===== src/rtl/fb_read_arbiter.sv =====
// fb_read_arbiter
//   Shares the single synchronous read port of the "current" framebuffer between the
//   driver (shift-out, timing critical) and the animator (read-modify-write). The driver
//   has fixed priority. The animator is protected by a starvation counter that flips
//   priority after c_max_wait consecutive denied cycles. In-flight reads carry an owner
//   tag, so each return goes only to the requester that issued it.
//
// Ports
//   i_clk, i_rst                  clock, asynchronous active-high reset
//   i_drv_req / i_drv_addr        driver request and address (held until o_drv_gnt)
//   o_drv_gnt                     driver accepted this cycle (combinational)
//   o_drv_valid / o_drv_data      one-cycle return pulse / registered return data
//   i_ani_req / i_ani_addr        animator request and address (held until o_ani_gnt)
//   o_ani_gnt                     animator accepted this cycle (combinational)
//   o_ani_valid / o_ani_data      one-cycle return pulse / registered return data
//   o_fb_raddr                    framebuffer read address
//   i_fb_rdata                    framebuffer read data, c_rd_lat cycles after the address
module fb_read_arbiter #(
    parameter int unsigned c_ledboards = 2,
    parameter int unsigned c_bpc       = 12,
    parameter int unsigned c_rd_lat    = 1,
    parameter int unsigned c_max_wait  = 8,
    localparam int unsigned c_addr_w   = $clog2(c_ledboards * 32)
) (
    input  logic                i_clk,
    input  logic                i_rst,
    input  logic                i_drv_req,
    input  logic [c_addr_w-1:0] i_drv_addr,
    output logic                o_drv_gnt,
    output logic                o_drv_valid,
    output logic [c_bpc-1:0]    o_drv_data,
    input  logic                i_ani_req,
    input  logic [c_addr_w-1:0] i_ani_addr,
    output logic                o_ani_gnt,
    output logic                o_ani_valid,
    output logic [c_bpc-1:0]    o_ani_data,
    output logic [c_addr_w-1:0] o_fb_raddr,
    input  logic [c_bpc-1:0]    i_fb_rdata
);

    localparam int unsigned c_cnt_w = $clog2(c_max_wait + 1);
    localparam logic [c_cnt_w-1:0] c_cnt_max = c_cnt_w'(c_max_wait);

    typedef enum logic {DrvPrio, AniPrio} prio_e;

    prio_e               prio_q, prio_d;
    logic [c_cnt_w-1:0]  wait_q, wait_d;
    logic [c_addr_w-1:0] raddr_q;
    logic [c_rd_lat-1:0] tag_vld_q;
    logic [c_rd_lat-1:0] tag_ani_q;
    logic                drv_valid_q, ani_valid_q;
    logic [c_bpc-1:0]    drv_data_q, ani_data_q;

    logic                drv_gnt, ani_gnt, any_gnt;
    logic [c_addr_w-1:0] gnt_addr;
    logic                ret_vld, ret_ani;

    // Grants are gated by reset so nothing is accepted while the pipeline is being cleared.
    always_comb begin
        drv_gnt = 1'b0;
        ani_gnt = 1'b0;
        if (!i_rst) begin
            case (prio_q)
                DrvPrio: begin
                    if (i_drv_req)      drv_gnt = 1'b1;
                    else if (i_ani_req) ani_gnt = 1'b1;
                end
                AniPrio: begin
                    if (i_ani_req)      ani_gnt = 1'b1;
                    else if (i_drv_req) drv_gnt = 1'b1;
                end
                default: ;
            endcase
        end
    end

    assign any_gnt  = drv_gnt | ani_gnt;
    assign gnt_addr = ani_gnt ? i_ani_addr : i_drv_addr;

    // Starvation counter and priority next state. Priority flips to the animator on the
    // cycle the counter reaches its limit, and returns to the driver after any animator grant.
    always_comb begin
        wait_d = wait_q;
        prio_d = prio_q;
        if (ani_gnt) begin
            wait_d = '0;
        end else if (i_ani_req && (wait_q != c_cnt_max)) begin
            wait_d = wait_q + c_cnt_w'(1);
        end
        if (ani_gnt) begin
            prio_d = DrvPrio;
        end else if (wait_d == c_cnt_max) begin
            prio_d = AniPrio;
        end
    end

    always_ff @(posedge i_clk or posedge i_rst) begin
        if (i_rst) begin
            prio_q  <= DrvPrio;
            wait_q  <= '0;
            raddr_q <= '0;
        end else begin
            prio_q <= prio_d;
            wait_q <= wait_d;
            if (any_gnt) raddr_q <= gnt_addr;
        end
    end

    // Hold the last granted address when idle so the framebuffer sees no spurious change.
    assign o_fb_raddr = any_gnt ? gnt_addr : raddr_q;

    // Tag pipeline: one {valid, owner} stage per cycle of framebuffer read latency.
    always_ff @(posedge i_clk or posedge i_rst) begin
        if (i_rst) begin
            tag_vld_q <= '0;
            tag_ani_q <= '0;
        end else begin
            tag_vld_q[0] <= any_gnt;
            tag_ani_q[0] <= ani_gnt;
            for (int i = 1; i < int'(c_rd_lat); i++) begin
                tag_vld_q[i] <= tag_vld_q[i-1];
                tag_ani_q[i] <= tag_ani_q[i-1];
            end
        end
    end

    assign ret_vld = tag_vld_q[c_rd_lat-1];
    assign ret_ani = tag_ani_q[c_rd_lat-1];

    // Return routing: only the owner's data register and valid are touched.
    always_ff @(posedge i_clk or posedge i_rst) begin
        if (i_rst) begin
            drv_valid_q <= 1'b0;
            ani_valid_q <= 1'b0;
            drv_data_q  <= '0;
            ani_data_q  <= '0;
        end else begin
            drv_valid_q <= ret_vld && !ret_ani;
            ani_valid_q <= ret_vld && ret_ani;
            if (ret_vld && !ret_ani) drv_data_q <= i_fb_rdata;
            if (ret_vld && ret_ani)  ani_data_q <= i_fb_rdata;
        end
    end

    assign o_drv_gnt   = drv_gnt;
    assign o_ani_gnt   = ani_gnt;
    assign o_drv_valid = drv_valid_q;
    assign o_drv_data  = drv_data_q;
    assign o_ani_valid = ani_valid_q;
    assign o_ani_data  = ani_data_q;

endmodule


===== config.mk =====
export PLATFORM = sky130hd
export DESIGN_NAME = fb_read_arbiter
export DESIGN_NICKNAME = d
export VERILOG_FILES = /design/src/rtl/fb_read_arbiter.sv
export SDC_FILE = /design/constraint.sdc
export NUM_CORES = 1
export LEC_CHECK = 0
export BUFFER_PORTS_ARGS = -buffer_cell sky130_fd_sc_hd__buf_2
export CORE_ASPECT_RATIO = 0.8
export CORE_UTILIZATION = 48
export DETAILED_ROUTE_END_ITERATION = 12
export PLACE_DENSITY = 0.79
export SYNTH_ARGS = -nofsm -noshare
export SYNTH_HDL_FRONTEND = slang
export SYNTH_SLANG_ARGS = --single-unit

===== constraint.sdc =====
create_clock -name i_clk -period 2.2 [get_ports i_clk]
set_input_delay 0.11 -clock i_clk [delete_from_list [all_inputs] [get_ports i_clk]]
set_output_delay 0.11 -clock i_clk [all_outputs]
set_load 0.01 [all_outputs]

==> metrics.md <==
| Metric | Value |
|---|---|
| Status | `finished, final reports clean` |
| Most frequent cells after synthesis | `dfrtp_1 (39), mux2_2 (24), nand2_1 (10), o21ai_0 (8)` |
| Skew-Pair Late Insertion Delay | `0.27 ns` |
| Via-to-Cell Ratio | `5.115` |
| Number of synthesized flops with an enable pin | `0` |
| Inst Count DP | `219` |
| Worst slew pin tran | `0.6123 ns` |
| Max-cap violation count | `0` |
| Chip Width | `66.93 µm` |
| Post-synth top area share | `60.28%` |
| FP Rows | `18` |
| Startpoint Class | `flop` |
| Required time of the worst setup path | `between 2 and 2.5 ns` |
| # setup viols final | `0` |
| Ports | `62` |
| N_diodes | `0` |
| Core area | `3153 µm²` |
| Synth area leaders | `dfrtp_1 (60%), mux2_2 (17%), mux2i_1 (4.3%)` |
| Largest net degree at the start of global routing | `40` |
| Synthesized flop and latch total | `39` |
| Cts hold-fix bufs | `0` |
| Main synth FF type | `dfrtp_1` |
| Unrepaired setup endpoints after global routing | `false` |
| Fin Setup TNS | `0 ns` |
| Most frequent cell after synthesis | `dfrtp_1` |
| Routability Congestion | `0.6894` |
| Share of flip-flops with an asynchronous set or reset | `100.0%` |
| CTS tree | `built` |
| Port bufs | `61` |
| Hold Fails Final Rpt | `0` |
| Area grow syn2layout | `26.66%` |
| Crit-path max FO | `4` |
| Post-Syn Nets | `150` |
| Slew margin rel. | `59.18%` |
| Wire per inst | `13.50 µm` |
| Sequential share of the synthesized area | `between 60% and 70%` |
| Worst-path clk slew | `0.07 ns` |
| DRT Pass-1 Iters | `4` |
| Die outline area | `3611 µm²` |
| Cell Area, Synth | `1619 µm²` |
| Ratio of cells with drive above 1 in the final layout | `between 50% and 60%` |
| # fillers | `254` |
| Final wirelength | `3.052 mm` |
| Root Buffer | `clkbuf_8` |
| Final ANT Viol Nets | `0` |
| CTS Sinks | `39` |
| Vias in the first global route | `1,085` |
| Slew Viols, Final | `0` |
| First-pass GRT wire length | `roughly 4.7 mm` |
| Die height | `53.95 µm` |
| Cts repair resizes | `0` |
| Final Non-Filler Cells | `226` |
| Fmax | `584.6 MHz` |
| Total power | `2.029 mW` |
| LEAKAGE | `1.075 nW` |
| Pwr per Cell Area | `989.4 nW/µm²` |
| Crit Reg-Reg Startpoint | `wait_q[0]` |
| GR Overflow Total | `0` |
| Syn. warnings | `0` |
| Peak supply drop | `481.8 µV` |
| Critical path origin | `wait_q[0]` |
| Flop2flop setup slack | `0.49 ns` |
| Clk buf depth | `2` |
| Period utilization | `between 70 and 80%` |
| HPWL Detailed | `around 2.4 mm` |
| Layout Nets | `216` |
| Initial DRC count | `35` |
| Post-CTS Setup Bufs | `0` |
| Largest area contributor in the netlist | `dfrtp_1` |
| Syn Inst Count | `120` |
| Initial core utilization | `~51%` |
| Num CTS Buffers | `5` |
| Crit path time final | `1.711 ns` |
| Netlist cell types | `23` |
| Worst EP arrival | `1.87 ns` |
| Max H-tree Level | `2` |
| Gr usage total | `a little under a fifth` |
| Initial antenna violation count | `0` |
| Final worst clock skew | `0.002188 ns` |
| Critical Path End Type | `flop` |
| Via Count | `1,156` |
| DRC violations left | `0` |
| Hold Path Class | `in -> async` |
| Setup CP Type | `reg -> reg` |
| Syn_area_per_cell | `about 13 µm²` |
| Hold slack | `0.06688 ns` |
-- final timing paths --
kind                                        to  cells past startpoint
worst max-delay path                    prio_q                      6
worst min-delay path                 wait_q[0]                      3
worst max register to register          prio_q                      6
worst min register to register      raddr_q[3]                      2
max in group asynchronous       o_drv_data[10]                      3
min in group i_clk               o_ani_data[1]                      2
-- layout by cell type, fill, tap and decap left out, drive strengths merged --
master,n
o21ai,9
and3,1
nand3,1
nand2b,3
ha,2
clkbuf,6
mux2i,7
nor2,5
nand4,1
xnor2,1
mux2,25
clkinv,1
xor2,1
a32o,1
a21oi,1
nor3b,1
a22o,1
dfrtp,39
inv,7
buf,63
nand2,10
-- logic make-up after synthesis --
logic type / synth area share, %
multiplexers: 21.95
adder cells (fa/ha/maj): 1.545
AND/OR/NAND/NOR: 7.420
AO/OA/AOI/OAI: 4.482
XOR/XNOR: 1.082
flip-flops: 60.28
buffers and inverters: 3.246
-- through the flow --
step                      area, µm²  utilization, %  worst slack [ns]
after detailed placement       1963           62.26            0.5014
after floorplan                1619               -            0.1260
after global routing           2051           65.04            0.4023
after CTS                      2051           65.04            0.4983
final                          2051           65.04            0.4893
after global placement         1963           62.26            0.6258
-- final cells by class --
type	count	area, µm²	area share (%)
clock buffers	6	82.58	4.027
repair buffers	63	320.3	15.62
inverters	7	26.28	1.281
flip-flops and latches	39	975.9	47.59
multi-input cells	70	590.6	28.80
clock inverters	1	5.005	0.2441
well taps	40	50.05	2.441
-- per-layer routing --
| layer | vias up | part of all wire (%) | track usage (%) |
|---|---|---|---|
| li1 | 537 | - | - |
| met1 | 567 | 43 | 22.54 |
| met2 | 50 | 50 | 29.97 |
| met3 | 2 | 6.8 | 6.568 |
| met4 | 0 | 0.49 | 7.801 |
| met5 | - | 0 | 0 |
-- critical path: stages (launching register included) --
cell and delay [ns]:
dfrtp_1 0.42, inv_1 0.13, ha_1 0.17, nand2_1 0.08, o21ai_2 0.23, mux2_4 0.32
a32o_1 0.25
-- flip-flops by register name, indices dropped and copies added, names as in the netlist --
register / flops
o_ani_valid: 1
o_drv_data: 12
wait_q: 4
o_ani_data: 12
ret_vld: 1
ret_ani: 1
o_drv_valid: 1
prio_q: 1
raddr_q: 6
-- report_power, final --
part	switching, mW	internal, mW	leakage (nW)	total (mW)
clock network	0.217	0.246	0.0470	0.462
logic	0.286	0.296	0.559	0.582
registers	0.0997	0.885	0.469	0.985
No activity file was read; power rests on OpenSTA's default activity.
